<file path="src/rtl/timer_sink.sv">
// timer_sink: consumer end of a timer sample stream.
// Checks each sample is the previous one + 1 (mod 2^DATA_W) and tracks the lock state.
// Counts accepted samples, sequence errors and wrap-arounds.
//
// Ports:
//   clock_1, reset      rising-edge clock, async active-high reset
//   r_valid, r_data     sample strobe and value (no backpressure)
//   clear               synchronous clear, same effect as reset
//   last_value          last accepted sample
//   sample_count        accepted samples (saturating)
//   err_count           sequence errors (saturating)
//   wrap_count          in-sequence max->0 transitions (wrapping)
//   locked              high while in LOCKED
//   err_pulse           one-cycle pulse per sequence error
//   max_gap             longest idle run between samples (only with TIMER_SINK_GAP_EN)
//
// Optional feature macro: TIMER_SINK_GAP_EN adds the max_gap output and its gap counter.
module timer_sink #(
    parameter int DATA_W     = 16,
    parameter int CNT_W      = 16,
    parameter int WRAP_W     = 8,
    parameter int RESYNC_LEN = 4
) (
    input  logic              clock_1,
    input  logic              reset,
    input  logic              r_valid,
    input  logic [DATA_W-1:0] r_data,
    input  logic              clear,
    output logic [DATA_W-1:0] last_value,
    output logic [CNT_W-1:0]  sample_count,
    output logic [CNT_W-1:0]  err_count,
    output logic [WRAP_W-1:0] wrap_count,
    output logic              locked,
    output logic              err_pulse
`ifdef TIMER_SINK_GAP_EN
    ,
    output logic [CNT_W-1:0]  max_gap
`endif
);

    typedef enum logic [1:0] {
        WAIT_FIRST = 2'd0,
        LOCKED     = 2'd1,
        RESYNC     = 2'd2
    } state_t;

    localparam logic [DATA_W-1:0] DATA_MAX  = '1;
    localparam logic [DATA_W-1:0] DATA_ONE  = DATA_W'(1);
    localparam logic [CNT_W-1:0]  CNT_ONE   = CNT_W'(1);
    localparam logic [WRAP_W-1:0] WRAP_ONE  = WRAP_W'(1);
    localparam logic [3:0]        RLEN      = 4'(RESYNC_LEN);

    state_t            state;
    logic [DATA_W-1:0] expected;
    logic [3:0]        resync_cnt;
    logic              match;
    logic              is_wrap;

    assign match   = (r_data == expected);
    // Only meaningful when the sample also matches; the wrap is an in-sequence max->0 step.
    assign is_wrap = (last_value == DATA_MAX) && (r_data == '0);

    always_ff @(posedge clock_1 or posedge reset) begin
        if (reset) begin
            state        <= WAIT_FIRST;
            expected     <= '0;
            last_value   <= '0;
            sample_count <= '0;
            err_count    <= '0;
            wrap_count   <= '0;
            locked       <= 1'b0;
            err_pulse    <= 1'b0;
            resync_cnt   <= '0;
        end else if (clear) begin
            // clear wins over a coincident sample; that sample is dropped
            state        <= WAIT_FIRST;
            expected     <= '0;
            last_value   <= '0;
            sample_count <= '0;
            err_count    <= '0;
            wrap_count   <= '0;
            locked       <= 1'b0;
            err_pulse    <= 1'b0;
            resync_cnt   <= '0;
        end else begin
            err_pulse <= 1'b0;
            if (r_valid) begin
                last_value <= r_data;
                expected   <= r_data + DATA_ONE;
                if (sample_count != '1) sample_count <= sample_count + CNT_ONE;
                case (state)
                    WAIT_FIRST: begin
                        state      <= LOCKED;
                        locked     <= 1'b1;
                        resync_cnt <= '0;
                    end
                    LOCKED: begin
                        if (match) begin
                            if (is_wrap) wrap_count <= wrap_count + WRAP_ONE;
                        end else begin
                            state      <= RESYNC;
                            locked     <= 1'b0;
                            err_pulse  <= 1'b1;
                            resync_cnt <= '0;
                            if (err_count != '1) err_count <= err_count + CNT_ONE;
                        end
                    end
                    RESYNC: begin
                        if (match) begin
                            if (is_wrap) wrap_count <= wrap_count + WRAP_ONE;
                            if (resync_cnt + 4'd1 == RLEN) begin
                                state      <= LOCKED;
                                locked     <= 1'b1;
                                resync_cnt <= '0;
                            end else begin
                                resync_cnt <= resync_cnt + 4'd1;
                            end
                        end else begin
                            resync_cnt <= '0;
                            err_pulse  <= 1'b1;
                            if (err_count != '1) err_count <= err_count + CNT_ONE;
                        end
                    end
                    default: begin
                        state  <= WAIT_FIRST;
                        locked <= 1'b0;
                    end
                endcase
            end
        end
    end

`ifdef TIMER_SINK_GAP_EN
    logic [CNT_W-1:0] gap;

    always_ff @(posedge clock_1 or posedge reset) begin
        if (reset) begin
            gap     <= '0;
            max_gap <= '0;
        end else if (clear) begin
            gap     <= '0;
            max_gap <= '0;
        end else if (r_valid) begin
            // the first sample has no predecessor, so its gap is not a real gap
            if (state != WAIT_FIRST && gap > max_gap) max_gap <= gap;
            gap <= '0;
        end else if (gap != '1) begin
            gap <= gap + CNT_ONE;
        end
    end
`endif

endmodule

</file>
<file path="config.mk">
export PLATFORM = sky130hd
export DESIGN_NAME = timer_sink
export DESIGN_NICKNAME = d
export VERILOG_FILES = /design/src/rtl/timer_sink.sv
export SDC_FILE = /design/constraint.sdc
export NUM_CORES = 1
export LEC_CHECK = 0
export CORE_ASPECT_RATIO = 1.2
export CORE_MARGIN = 2
export CORE_UTILIZATION = 35
export DETAILED_ROUTE_END_ITERATION = 7
export PLACE_DENSITY_LB_ADDON = 0.1
export SETUP_SLACK_MARGIN = 0.4
export SKIP_LAST_GASP = 1
export SLEW_MARGIN = 20
export SYNTH_ARGS = -nofsm -noshare
export SYNTH_HDL_FRONTEND = slang
export SYNTH_SLANG_ARGS = --single-unit
</file>
<file path="constraint.sdc">
create_clock -name clock_1 -period 2.8 [get_ports clock_1]
set_input_delay 0.56 -clock clock_1 [delete_from_list [all_inputs] [get_ports clock_1]]
set_output_delay 0.56 -clock clock_1 [all_outputs]
set_load 0.03 [all_outputs]
</file>
# Word level (Yosys, flattened, before mapping)
# Index checks and enable logic that the tools add are counted.
[classes]
add_sub_neg = 5
n_mux = 39
eq_ne = 11
reduce_logical = 16
[op_table]
columns = ["cell", "count"]
rows = [
  ["two-way mux 16 bit", 12],
  ["adder 16 x 1 -> 16 bit (second input constant)", 3],
  ["two-way mux 8 bit", 5],
  ["inequality test 16 bit (second input constant)", 2],
  ["two-way mux 4 bit", 5],
  ["equality test 16 bit", 1],
  ["equality test 16 bit (second input constant)", 1],
  ["zero test 16 bit", 1],
  ["one-hot mux 4 bit (3 select lines)", 1],
  ["AND reduction 4 bit", 3],
  ["nonzero test 2 bit", 6],
  ["two-way mux 2 bit", 5],
  ["two-way mux 1 bit", 9],
  ["inequality test 3 bit (second input constant)", 3],
  ["adder 8 x 1 -> 8 bit (second input constant)", 1],
  ["one-hot mux 2 bit (3 select lines)", 1],
  ["adder 4 x 1 -> 4 bit (second input constant)", 1],
  ["equality test 4 x 3 -> 1 bit (second input constant)", 1],
  ["nonzero test 4 bit", 1],
  ["one-hot mux 1 bit (3 select lines)", 1],
  ["AND reduction 3 bit", 1],
  ["equality test 2 x 1 -> 1 bit (second input constant)", 1],
  ["equality test 2 bit (second input constant)", 1],
  ["zero test 2 bit", 1],
  ["4 further kinds", 4],
]
[totals]
wordCells = 80
inputBits = 20
ff_bits = 80

# Depth between registers and ports, before layout
[depth]
ltp_word = 7
mapped_depth = 10

# Least setup slack after synthesis
# No wires, ideal clock.
[synth_timing]
kind = "input to register"
start = "input r_data[5]"
end = "register wrap_count[7]"
stages = 8
setup_ns = 0.125
slack_ns = 0.240
required_ns = 2.675
arrival_ns = 2.436
path_cell_list = "buf_2 xor2_1 nor4_2 nand4_2 or3_1 buf_2 nor3_1 mux2_2"
[synth_between]
elab_chain_len = 4
[synth_rtl]
columns = ["item", "line", "source"]
rows = [
  ["from (decl)", "27", "input logic [DATA_W-1:0] r_data,"],
  ["zero test 16 bit", "61", "assign is_wrap = (last_value == DATA_MAX) && (r_data == '0);"],
  ["logical AND 1 bit", "61", ""],
  ["nonzero test 2 bit (no source line)", "-", ""],
  ["AND reduction 4 bit (no source line) (*)", "-", ""],
  ["to (signal assigned)", "99", "if (is_wrap) wrap_count <= wrap_count + WRAP_ONE;"],
  ["to (signal assigned)", "110", "if (is_wrap) wrap_count <= wrap_count + WRAP_ONE;"],
  ["to (decl)", "32", "output logic [WRAP_W-1:0] wrap_count,"],
]
# Every way passes the cells marked *; elsewhere a longest branch is shown, timed or not.
# A chain may end at the register's enable or synchronous reset.

# Worst setup path in the final report
[layout_timing]
start = "input r_data[7]"
end = "register err_count[15]"
[layout_between]
elab_chain_len = 3
[layout_rtl]
columns = ["item", "line", "source"]
rows = [
  ["equality test 16 bit", "59", "assign match = (r_data == expected);"],
  ["inequality test 2 bit (no source line)", "-", ""],
  ["AND reduction 4 bit (no source line)", "-", ""],
  ["to (signal assigned)", "105", "if (err_count != '1) err_count <= err_count + CNT_ONE;"],
  ["to (signal assigned)", "121", "if (err_count != '1) err_count <= err_count + CNT_ONE;"],
  ["to (decl)", "31", "output logic [CNT_W-1:0] err_count,"],
]
# Every way passes these cells.

==> qor.txt <==
Share of the synthesized area in the top cell type -> 0.446
Path type of the worst setup path -> input port to flip-flop
H-tree depth -> 3
Cell variety after synth -> 48
Critical-path top delay cell -> or3_4
WP data arrival -> 2.55 ns
Post-synth EDFFs -> 0
Layout Nets -> 601
Cell Area, Synth -> 0.00443 sq mm
CTS tree -> yes
Core ar. -> 0.0125 sq mm
Peak Freq -> 429 MHz
Synthesis Warnings -> 0
Reg2Reg Depth -> 7
Status -> finished clean
Initial DRC count -> 111
TritonCTS buffer count -> 9
Sequential share of the synthesized area -> 0.446
Sw Pwr -> 0.000728 W
Die footprint -> 0.0136 sq mm
Largest family of logic cells by synthesized area -> simple AND/OR/NAND/NOR gates
Initial antenna violation count -> 1
Reg power frac -> 0.412
Drt total wl -> 11.3 mm
Largest area contributor in the netlist -> dfrtp_1
Clock sink total -> 79
Post-synthesis mux area share -> 0.0602
First-pass GRT wire length -> 18.8 mm
Hold crit path type -> flip-flop to flip-flop
Reg2reg setup slack -> 0.52 ns
Layout cell share with drive strength beyond 1 -> 0.168
Buffers on Ports -> 77
Hold worst-path end -> expected[0]$_DFFE_PP0N_
Drt drc -> 0
Die W -> 107 microns
DIE HEIGHT -> 127 microns
Reg-to-reg endpoint -> err_count[15]$_DFFE_PP0P_
Clock Latency Late Sink -> 0.33 ns
Reg clk slew, reported paths -> 0.06 ns
CP Cell Sequence -> dlygate4sd2_1, xor2_1, nor4_4, buf_4, and4_4, or3_4, nor4_2, mux2_2
Cts hold-fix bufs -> 0
Grt ovf -> 0
TNS Setup -> 0 ns
Crit Reg-Reg Startpoint -> err_count[0]$_DFFE_PP0P_
Final slew viol count -> 0
Post-Synth XOR/XNOR Area -> 0.0969
Leakage -> 2.59 nW
Std cell rows -> 45
Largest net degree at the start of global routing -> 48
Max-slew headroom -> 0.563
Comb power frac -> 0.135
Post-Synth Adder-Cell Area -> 0.0311
Int Pwr -> 0.00223 W
Area grow syn2layout -> 36.8%
Root Buffer -> clkbuf_16
Final worst-path setup slack -> 0.469 ns
Top cells by area, synth -> dfrtp_1 (45%), xor2_1 (6.9%), nor2_1 (6.3%), mux2i_1 (4.7%), ha_1 (3.1%)
PwrDens -> 488 mW/mm^2
Synth Instances -> 469
Routability cong. -> 0.818
Final setup viols -> 0
Post-synthesis simple-gate area fraction -> 0.234
Worst-Margin Slew -> 0.656 ns
GRT Overall Usage -> 0.175
Starting density of the core -> 0.354
CP startpoint kind -> input port
Peak supply drop -> 0.000297 V
Period minus WS final -> 2.33 ns
Vias in the first global route -> 3726
Crit path largest cell delay -> 0.43 ns
Hold Path Depth -> 2
CP Max Fanout -> 5
HPWL Detailed -> 8.17 mm
Clock power share -> 0.453
Total power -> 0.00296 W
Synth async-reset ratio -> 1.00
FF+latch count, synth -> 79
Max-cap viol count -> 0
Post-Syn Nets -> 500
RSZ-0062 raised after global routing -> false
Period utilisation layout -> 0.833
Synth Area in Compound Gates -> 0.0887
Vias/cell -> 5.10
Sw Ratio -> 0.246
Worst EP required -> 3.02 ns
Hold Fails Final Rpt -> 0
Wire length per cell -> 15.4 microns
Final Skew -> 0.00613 ns
Post-layout util -> 0.485
CP endpoint kind -> flip-flop
Synth Flop Type -> dfrtp_1
DR pass1 iterations -> 4
Final ANT Viol Nets -> 0
Syn avg cell area -> 9.44 sq um
Via count -> 3764
I/O pin count -> 78
CTS Buffer Depth -> 2
Setup WS pre-CTS -> -0.301 ns
Worst hold start -> expected[0]$_DFFE_PP0N_
-- worst max-delay path, delay by kind of cell --
family	cells	cell delay (ns)
AND/OR/NAND/NOR	4	0.94
buffers and inverters	2	0.42
multiplexers	1	0.36
XOR/XNOR	1	0.27
-- per-stage QoR --
stage	hold WS, ns	cell area, sq um	cells
after CTS	0.551	6000	737
after global placement	0.521	5580	720
after floorplan	0.492	4500	469
final	0.542	6060	738
after global routing	0.579	6050	737
after detailed placement	0.538	5580	720
-- cell type report --
class,instances,area [sq um]
multi-input combinational,349,2440
timing repair buffer,115,1030
antenna,1,2.50
tap,164,205
clock buffer,10,239
fill,1189,6440
sequential,79,1980
inverter,16,63.8
clock inverter,4,95.1
-- power by group through the flow --
stage	combinational (W)	clock, W	sequential [W]
2_1_floorplan	0.000194	0	0.00127
3_3_place_gp	0.000386	0	0.00123
3_5_place_dp	0.000389	0	0.00124
4_1_cts	0.000394	0.00137	0.00122
5_1_grt	0.000438	0.00141	0.00122
6_report	0.000400	0.00134	0.00122
-- metal layers --
| metal | track usage | wire length (microns) | vias up |
|---|---|---|---|
| met5 | 0 | 0 | - |
| met4 | 0.0519 | 159 | 0 |
| met3 | 0.0332 | 402 | 11 |
| met2 | 0.291 | 5570 | 75 |
| met1 | 0.232 | 5210 | 1825 |
| li1 | - | - | 1853 |
-- how the worst max path moves through the flow --
stage                     cells past startpoint                        end                  from  slack (ns)
final                                         8  err_count[15]$_DFFE_PP0P_             r_data[7]        0.47
after global routing                          8  wrap_count[6]$_DFFE_PP0P_  state[1]$_DFFE_PP0P_        0.40
after CTS                                     8  wrap_count[3]$_DFFE_PP0P_             r_data[5]        0.40
after detailed placement                     10  wrap_count[3]$_DFFE_PP0P_             r_data[0]       -0.30
after global placement                       10  wrap_count[6]$_DFFE_PP0P_             r_data[0]       -0.25
after floorplan                               9  err_count[15]$_DFFE_PP0P_             r_data[4]        0.38
-- layout by cell type, fill, tap and decap left out, types with 5 or more instances in the layout --
cell type,n
nand4_1,13
o21ai_0,14
clkbuf_16,9
and3_1,7
or3_1,13
dlygate4sd2_1,14
nand3_1,22
or3_4,5
nor2_1,74
inv_1,14
clkdlybuf4s50_1,59
xnor2_1,14
xor2_1,29
nand2_1,23
a21oi_1,13
dfrtp_1,78
nor3_1,6
xor2_2,6
a211oi_1,14
buf_4,37
nor4_2,6
mux2i_1,21
ha_1,11
-- Yosys cell counts (3+ instances only) --
library cell	number
o21ai_0	16
xor2_1	35
nand2b_1	3
mux2_2	5
clkbuf_1	10
mux2i_1	21
nor4_1	7
or3_1	17
xnor2_1	14
nor4_2	4
ha_1	11
buf_2	6
buf_1	6
nor4b_1	4
nand4_1	13
nand3_1	22
nor2_1	74
dfrtp_1	79
a211oi_1	14
inv_1	16
nor3_1	9
or4_1	3
a21oi_1	15
nand2_1	24
buf_6	3
and3_1	7
nor2b_1	4
-- kinds of logic (layout without fill, tap and decap cells) --
group	after synthesis	in the layout
XOR/XNOR	49	49
adder cells (fa/ha/maj)	11	11
AO/OA/AOI/OAI	61	61
multiplexers	26	26
AND/OR/NAND/NOR	201	202
other	0	1
buffers and inverters	42	145
flip-flops	79	79
-- flip-flops by register name, summed over array words and instances (netlist names) --
register	count
expected	16
resync_cnt	4
err_pulse	1
sample_count	16
state	2
last_value	16
err_count	16
wrap_count	8
-- timing repair --
action	CTS	global route
setup buffers	2	0
setup endpoints to repair	21	8
gates cloned	1	0
pin swaps	11	6
gates resized for setup	30	18
Note: power is estimated with default switching activity, not from simulation.
